===== config.mk =====
export PLATFORM = sky130hd
export DESIGN_NAME = ct_spsram_4096x84_acc_ctrl
export DESIGN_NICKNAME = d
export VERILOG_FILES = /design/src/rtl/ct_spsram_4096x84_acc_ctrl.sv
export SDC_FILE = /design/constraint.sdc
export NUM_CORES = 1
export LEC_CHECK = 0
export ABC_AREA = 1
export ABC_CLOCK_PERIOD_IN_PS = 6200
export BUFFER_PORTS_ARGS = -buffer_cell sky130_fd_sc_hd__buf_2
export CORE_AREA = 2 2 210 212
export DETAILED_ROUTE_END_ITERATION = 7
export DIE_AREA = 0 0 212 214
export HOLD_SLACK_MARGIN = 0.12
export PLACE_DENSITY = 0.4
export REMOVE_ABC_BUFFERS = 1
export SLEW_MARGIN = 20
export SYNTH_ARGS = -nofsm -noshare
export SYNTH_HDL_FRONTEND = slang
export SYNTH_SLANG_ARGS = --single-unit

===== constraint.sdc =====
create_clock -name forever_cpuclk -period 6.2 [get_ports forever_cpuclk]
set_input_delay 0.62 -clock forever_cpuclk [delete_from_list [all_inputs] [get_ports forever_cpuclk]]
set_output_delay 0.62 -clock forever_cpuclk [all_outputs]
set_load 0.02 [all_outputs]

===== src/rtl/ct_spsram_4096x84_acc_ctrl.sv =====
// Access sequencer for the 4096x84 single-port SRAM: valid/ready requests in, CEN/GWEN/WEN out, one-entry read buffer.
// Define CT_SPSRAM_ACC_INIT_EN to sweep INIT_VAL through the whole array after reset before accepting traffic.
module ct_spsram_4096x84_acc_ctrl #(
  parameter int unsigned           ADDR_WIDTH = 12,
  parameter int unsigned           DATA_WIDTH = 84,
  parameter logic [DATA_WIDTH-1:0] INIT_VAL   = '0
) (
  input  logic                  forever_cpuclk,
  input  logic                  cpurst,
  input  logic                  req_vld,
  output logic                  req_rdy,
  input  logic                  req_wr,
  input  logic [ADDR_WIDTH-1:0] req_addr,
  input  logic [DATA_WIDTH-1:0] req_wdata,
  input  logic [DATA_WIDTH-1:0] req_wmask,
  output logic                  rsp_vld,
  input  logic                  rsp_rdy,
  output logic [DATA_WIDTH-1:0] rsp_rdata,
  output logic                  init_done,
  output logic [ADDR_WIDTH-1:0] sram_a,
  output logic                  sram_cen,
  output logic                  sram_gwen,
  output logic [DATA_WIDTH-1:0] sram_wen,
  output logic [DATA_WIDTH-1:0] sram_d,
  input  logic [DATA_WIDTH-1:0] sram_q
);

  logic                  run;
  logic                  init_wr;
  logic [ADDR_WIDTH-1:0] init_addr;

`ifdef CT_SPSRAM_ACC_INIT_EN
  typedef enum logic {ST_INIT, ST_RUN} state_e;

  state_e                state_q, state_d;
  logic [ADDR_WIDTH-1:0] init_cnt_q, init_cnt_d;

  always_ff @(posedge forever_cpuclk or posedge cpurst) begin
    if (cpurst) begin
      state_q    <= ST_INIT;
      init_cnt_q <= '0;
    end else begin
      state_q    <= state_d;
      init_cnt_q <= init_cnt_d;
    end
  end

  always_comb begin
    state_d    = state_q;
    init_cnt_d = init_cnt_q;
    if (state_q == ST_INIT) begin
      init_cnt_d = init_cnt_q + ADDR_WIDTH'(1);
      if (init_cnt_q == '1) state_d = ST_RUN;
    end
  end

  // State already reads INIT during reset; the sweep write itself must stay off until cpurst drops.
  always_comb begin
    run       = (state_q == ST_RUN);
    init_wr   = (state_q == ST_INIT) && !cpurst;
    init_addr = init_cnt_q;
    init_done = run;
  end
`else
  always_comb begin
    run       = !cpurst;
    init_wr   = 1'b0;
    init_addr = '0;
    init_done = !cpurst;
  end
`endif

  logic                  rd_inflight_q, rd_inflight_d;
  logic                  rsp_vld_q, rsp_vld_d;
  logic [DATA_WIDTH-1:0] rsp_rdata_q, rsp_rdata_d;
  logic                  rd_ok;
  logic                  acc_wr;
  logic                  acc_rd;

  // A read may enter only if its data will have a free buffer slot when it returns.
  always_comb begin
    rd_ok   = !rd_inflight_q && (!rsp_vld_q || rsp_rdy);
    req_rdy = run && (req_wr || rd_ok);
    acc_wr  = req_vld && req_rdy && req_wr;
    acc_rd  = req_vld && req_rdy && !req_wr;
  end

  always_comb begin
    sram_cen  = 1'b1;
    sram_gwen = 1'b1;
    sram_wen  = '1;
    sram_a    = '0;
    sram_d    = '0;
    if (init_wr) begin
      sram_cen  = 1'b0;
      sram_gwen = 1'b0;
      sram_wen  = '0;
      sram_a    = init_addr;
      sram_d    = INIT_VAL;
    end else if (acc_wr) begin
      sram_cen  = 1'b0;
      sram_gwen = 1'b0;
      sram_wen  = ~req_wmask;
      sram_a    = req_addr;
      sram_d    = req_wdata;
    end else if (acc_rd) begin
      sram_cen  = 1'b0;
      sram_a    = req_addr;
    end
  end

  always_comb begin
    rd_inflight_d = acc_rd;
    rsp_vld_d     = rsp_vld_q;
    rsp_rdata_d   = rsp_rdata_q;
    if (rd_inflight_q) begin
      rsp_vld_d   = 1'b1;
      rsp_rdata_d = sram_q;
    end else if (rsp_vld_q && rsp_rdy) begin
      rsp_vld_d   = 1'b0;
    end
  end

  always_ff @(posedge forever_cpuclk or posedge cpurst) begin
    if (cpurst) begin
      rd_inflight_q <= 1'b0;
      rsp_vld_q     <= 1'b0;
      rsp_rdata_q   <= '0;
    end else begin
      rd_inflight_q <= rd_inflight_d;
      rsp_vld_q     <= rsp_vld_d;
      rsp_rdata_q   <= rsp_rdata_d;
    end
  end

  always_comb begin
    rsp_vld   = rsp_vld_q;
    rsp_rdata = rsp_rdata_q;
  end

endmodule

==> summary.txt, run 1 <==
Die
  – Row cnt: 76
  – Initial Utilization: around a tenth
  – Die X: 212 µm
  – Core ar.: 0.0429 mm²
  – Die Area: about 0.045 mm²
  – Die Ht: 214 µm
  – I/O Pins: between 500 and 600

STA
  – Peak Freq: between 200 and 300 MHz
  – Fin. max-slew vios: 0
  – Setup WS post-layout: 2.44 ns
  – Min Tclk post-route: about 3.8 ns
  – Hold Fails Final Rpt: 0
  – Slew headroom: 35.0%
  – Final setup violating endpoints: 0
  – Crit share post-route: 60.7%
  – Clk_skew: 0.00913 ns
  – RSZ-0062 raised after global routing: no
  – Setup TNS: 0 ns
  – Worst-margin pin slew: 0.975 ns

Setup path
  – CP endpoint: sram_a[8]
  – Critical Path Fanout Max: 85
  – CP startpoint: rd_inflight_q
  – CP Data Required Time: 5.58 ns
  – Worst path arrival time: about 3.1 ns
  – R2R Path Start: rd_inflight_q
  – CP endpoint kind: output pin
  – FF-to-FF setup slack: 3.86 ns
  – Worst R2R Path Depth: 7
  – Crit path kind: reg -> out
  – CP Launch Type: flip-flop
  – Worst R2R End: rd_inflight_q

Detailed routing
  – Routed WL: 38500 µm
  – Final ANT Viol Nets: 0
  – Vias: 6101
  – Routed vias/inst: around 3.4
  – Iteration-0 DRC Markers: 429
  – Drt wl/cell: roughly 22 µm
  – Remaining DRCs: 0
  – DRT Pass-1 Iters: 4

CTS
  – Clock Pin Slew Worst Setup and Hold Paths: 0.06 ns
  – CTS tree: yes
  – Sink Count: 86
  – Worst-Skew Late Latency: 0.35 ns
  – Postcts setup bufs: 0
  – CTS Root Cell: clkbuf_16
  – H-tree Lvls: 3
  – Num CTS Buffers: 9
  – Resized cells post-CTS: 0
  – Cts hold-fix bufs: 0
  – Worst-case clock buffer depth: 2

Final layout
  – Fraction of layout cells with a size suffix above 1: 47.5%
  – # fillers: slightly above 5000
  – Fin util: around 19%
  – Total Nets Final: around 1500
  – P&R area growth vs syn: 80.0%

Synth
  – Sequential-to-total area share from yosys stat: 48.6%
  – Synth Area in Simple Gates: 37.4%
  – Gate Count Post-Synth: approximately 670
  – Post-synth EDFFs: 0
  – Warning count from the yosys run: 0
  – Synth Area in Adders: 0%
  – Largest family of logic cells by synthesized area: simple AND/OR/NAND/NOR gates
  – Mapped Area: 0.00443 mm²
  – Cell variety after synth: 14
  – FF+latch count, synth: 86
  – Async set-reset flop share out of synthesis: 100%
  – Avg Inst Size Synth: 6.66 µm²
  – Mux cell area share after synthesis: 0%
  – XOR/XNOR Fraction of Synth Area: 0%
  – Compound-Gate Fraction of Synth Area: less than 1%
  – Dominant synthesized flop cell: dfrtp_1

Pwr
  – P per Cell Area: 247 mW/mm²
  – Leak pwr: 4.91 nW
  – Maximum vdd drop: ~140 µV
  – Final Power: 1.97 mW

GRT
  – GRT Total Usage: 16.5%
  – Largest net degree at the start of global routing: 86
  – Initial antenna violation count: 27
  – GRT overflow: 0
  – Vias in the first global route: 6126
  – First-pass GRT wire length: 51100 µm

Run status
  – Status: completed

Placement
  – Placement Setup Slack: ~2.7 ns
  – PortBufs: between 500 and 600
  – Final RePlAce weighted congestion: 1.00
  – DP Wirelength: 33700 µm

Worst hold path
  – Worst min path class: in -> async

Run
  – Max-Cap Viols: 0
[sequential cells by signal, summed over array words and instances, names as in the netlist]
| name | count |
|---|---|
| rd_inflight_q | 1 |
| rsp_rdata | 84 |
| rsp_vld | 1 |
[logic make-up (layout without fill, tap and decap cells)]
kind of cell    after synthesis  after routing
simple gates                438            438
flops                        86             86
other cells                   0              4
compound gates                1              1
buf+inv                     140            660
[layout make-up]
| cell class | instances | area, µm² | area share [%] |
|---|---|---|---|
| Sequential cell | 86 | 2150 | 27.0 |
| Clock buffer | 9 | 225 | 2.82 |
| Inverter | 103 | 389 | 4.88 |
| Timing Repair Buffer | 542 | 2730 | 34.2 |
| Multi-Input combinational cell | 439 | 1670 | 20.9 |
| Antenna cell | 4 | 10.0 | 0.126 |
| Clock inverter | 6 | 70.1 | 0.879 |
| Tap cell | 585 | 732 | 9.18 |
[metrics by stage]
stage / std cells / hold slack [ns] / instance area [µm²]
2_1_floorplan: 628 / 0.584 / 4200
3_3_place_gp: 1755 / 0.449 / 7670
3_5_place_dp: 1755 / 0.453 / 7670
4_1_cts: 1770 / 0.375 / 7960
5_1_grt: 1772 / 0.405 / 7970
6_report: 1774 / 0.346 / 7970
[cell usage in the layout (no fill, tap or decap)]
| cell type | count |
|---|---|
| a21oi_1 | 1 |
| buf_2 | 537 |
| buf_4 | 5 |
| bufinv_16 | 1 |
| clkbuf_16 | 9 |
| clkinv_2 | 1 |
| clkinvlp_4 | 2 |
| dfrtp_1 | 85 |
| dfrtp_2 | 1 |
| diode_2 | 4 |
| inv_1 | 100 |
| inv_2 | 2 |
| inv_4 | 1 |
| inv_6 | 1 |
| inv_8 | 1 |
| nand2_1 | 338 |
| nand2_2 | 1 |
| nand3_1 | 1 |
| nand3_4 | 1 |
| nand4_1 | 1 |
| nor2_1 | 96 |
[worst min path at each step]
stage	start	to	slack (ns)
floorplan	rsp_rdata[0]	rsp_rdata[0]	0.58
global route	cpurst	rd_inflight_q	0.41
detailed placement	rsp_rdata[53]	rsp_rdata[53]	0.45
CTS	cpurst	rd_inflight_q	0.38
global placement	rsp_rdata[50]	rsp_rdata[50]	0.45
finish	cpurst	rd_inflight_q	0.35
[layer usage]
| metal | share of wire [%] | up-vias | global-route usage [%] | wire, µm |
|---|---|---|---|---|
| met2 | 45 | 294 | 26.2 | 17400 |
| li1 | - | 2912 | - | - |
| met4 | 1.7 | 24 | 3.31 | 641 |
| met5 | 0.40 | - | 0 | 155 |
| met1 | 44 | 2830 | 21.6 | 16800 |
| met3 | 9.0 | 41 | 5.70 | 3450 |
[power breakdown]
group,internal (mW),leakage (nW),total [mW],switching [mW]
clock,0.314,0.140,0.566,0.252
sequential,0.678,1.05,0.736,0.0585
combinational,0.219,3.72,0.666,0.448
total,1.21,4.91,1.97,0.758
[synthesized netlist by cell type (3+ instances only)]
master    number  share of area (%)
buf_2         18                2.0
buf_4          8                1.4
buf_6          5                1.3
clkbuf_1       6               0.51
dfrtp_1       86                 49
inv_1        100                8.5
inv_2          3               0.25
nand2_1      338                 29
nor2_1        96                8.1
[worst max-delay path, stage by stage, from the launching register on]
cell	delay [ns]
dfrtp_2	0.38
buf_4	0.34
inv_2	0.13
buf_4	0.74
nand2_2	0.18
nand2_1	0.10
nand3_1	0.35
nor2_1	0.21
buf_2	0.19
Power figures use the tool's default switching activity.
==> run 2: changes to the inputs <==
ABC_CLOCK_PERIOD_IN_PS = 3800   (was 6200)
CORE_AREA = 2 2 207 209   (was 2 2 210 212)
DIE_AREA = 0 0 209 211   (was 0 0 212 214)
PLACE_DENSITY = 0.41   (was 0.4)
clock period = 3.8 ns   (was 6.2 ns; I/O delays follow)
==> run 2 against run 1 <==
Critical path depth stayed put. Clock skew about the same. Design area about the same. Die area fell by 2.8%. Flip-flop and latch count is the same. Cell count is 2.4% lower. Via count grew 2.3%.
==> summary.txt, run 2 (synthesized netlist as in run 1, its figures left out) <==
Run status
  – Status: completed

CTS
  – Cts hold-fix bufs: 1
  – Clock Pin Slew Worst Setup and Hold Paths: 0.08 ns
  – Worst-case clock buffer depth: 2
  – CTS tree: yes
  – H-tree Lvls: 3
  – Postcts setup bufs: 0
  – Num CTS Buffers: 9
  – Resized cells post-CTS: 0
  – Worst-Skew Late Latency: 0.36 ns
  – CTS Root Cell: clkbuf_16
  – Sink Count: 86

Detailed routing
  – Vias: about 6200
  – Final ANT Viol Nets: 0
  – Routed vias/inst: 3.60
  – Iteration-0 DRC Markers: 468
  – Routed WL: 34700 µm
  – DRT Pass-1 Iters: 5
  – Remaining DRCs: 0
  – Drt wl/cell: about 20 µm

STA
  – Hold WS: 0.210 ns
  – Fin. max-slew vios: 0
  – Crit share post-route: between 90 and 100%
  – Peak Freq: 286 MHz
  – RSZ-0062 raised after global routing: no
  – Clk_skew: about 0.009 ns
  – Hold Fails Final Rpt: 0
  – Final setup violating endpoints: 0
  – Slew headroom: around a third
  – Setup TNS: 0 ns
  – Worst-margin pin slew: 0.990 ns
  – Setup WS post-layout: 0.299 ns
  – Min Tclk post-route: around 3.5 ns

Worst hold path
  – Worst-case hold path end point: rsp_rdata[32]
  – Worst hold start: sram_q[32]
  – Worst min path class: in -> reg
  – Hold path cells: 3

Die
  – Row cnt: 75
  – Initial Utilization: 10.6%
  – Core ar.: 0.0418 mm²
  – I/O Pins: 538
  – Die Area: 0.0441 mm²
  – Die Ht: 211 µm
  – Die X: 209 µm

Pwr
  – P per Cell Area: ~420 mW/mm²
  – Part of the power in registers: 36.1%
  – NetSw: 1.26 mW
  – Internal: 2.05 mW
  – Maximum vdd drop: 215 µV
  – Clock share of power: 31.2%
  – Leak pwr: 4.94 nW
  – Switching portion of total power: 38.1%
  – Combinational Power Share: 32.7%

Final layout
  – Fraction of layout cells with a size suffix above 1: 47.5%
  – Max reg flops: 84
  – Most frequent cells in the layout: 537 x buf_2, 338 x nand2_1, 100 x inv_1
  – Most common cell after layout, fill and taps aside: buf_2
  – P&R area growth vs syn: 79.9%
  – Final Cell Area: 0.00797 mm²
  – Total Nets Final: 1451

Setup path
  – CP endpoint kind: output pin
  – CP startpoint: cpurst
  – CP Launch Type: input pin
  – WP depth: 8
  – Crit path max-delay family: buffers and inverters
  – Worst path arrival time: 3.12 ns
  – Slowest cell on crit path: inv_2
  – Worst R2R Path Depth: 4
  – FF-to-FF setup slack: 2.17 ns
  – Critical Path Fanout Max: 50
  – R2R Path Start: rd_inflight_q
  – Worst path max stage delay: 0.71 ns
  – Crit path kind: in -> out
  – Worst R2R End: rsp_rdata[69]
  – Cell mode on critical path: buf_2
  – Crit path cell chain: dlygate4sd3_1, buf_2, inv_4, nand3_4, inv_2, buf_4, nand2_1, buf_2
  – CP Data Required Time: approximately 3.4 ns
  – Buf/Inv on CP: 6

GRT
  – Largest net degree at the start of global routing: 85
  – Vias in the first global route: 6192
  – GRT overflow: 0
  – GRT Total Usage: 15.2%
  – First-pass GRT wire length: between 40000 and 50000 µm
  – Initial antenna violation count: 25

Placement
  – Placed inst area: 0.00761 mm²
  – Final RePlAce weighted congestion: 0.880
  – DP Wirelength: 29700 µm
  – PortBufs: 537
  – Placement Setup Slack: 0.844 ns

Run
  – Max-Cap Viols: 0
run 2: routing by layer:
layer  track usage [%]  up-vias  part of all wire [%]
li1                  -     2914                     -
met3              7.69       55                    12
met2              22.7      334                    43
met1              19.5     2913                    43
met4              3.74       24                   1.8
met5                 0        -                  0.45
run 2: worst max-delay path by stage:
| stage | endpoint | slack, ns |
|---|---|---|
| 2_1_floorplan | sram_wen[0] | -0.91 |
| 3_3_place_gp | sram_wen[26] | 0.92 |
| 3_5_place_dp | sram_wen[72] | 0.84 |
| 4_1_cts | sram_wen[72] | 0.24 |
| 5_1_grt | sram_wen[61] | 0.03 |
| 6_report | sram_wen[72] | 0.30 |
run 2: power groups by stage:
stage	clock, mW	combinational, mW	sequential [mW]
after floorplan	0	0.295	1.47
after global placement	0	1.10	1.21
after detailed placement	0	1.10	1.22
after CTS	1.10	1.10	1.20
after global routing	1.12	1.18	1.22
final	1.04	1.08	1.20
run 2: layout make-up:
type | instances | area, µm²
Antenna cell | 5 | 12.5
Tap cell | 539 | 674
Timing Repair Buffer | 543 | 2740
Multi-Input combinational cell | 439 | 1670
Fill cell | 4888 | 33800
Clock inverter | 7 | 105
Inverter | 103 | 389
Clock buffer | 9 | 225
Sequential cell | 86 | 2150
run 2: tightest hold or removal path, stage by stage:
cell     delay [ns]
buf_2          0.07
nand2_1        0.04
nand2_1        0.05
run 2: through the flow:
| stage | utilization (%) | power, mW | instances |
|---|---|---|---|
| after floorplan | - | 1.76 | 628 |
| after global placement | 18.2 | 2.31 | 1709 |
| after detailed placement | 18.2 | 2.32 | 1709 |
| after CTS | 19.0 | 3.40 | 1726 |
| after global routing | 19.1 | 3.52 | 1729 |
| final | 19.1 | 3.32 | 1731 |
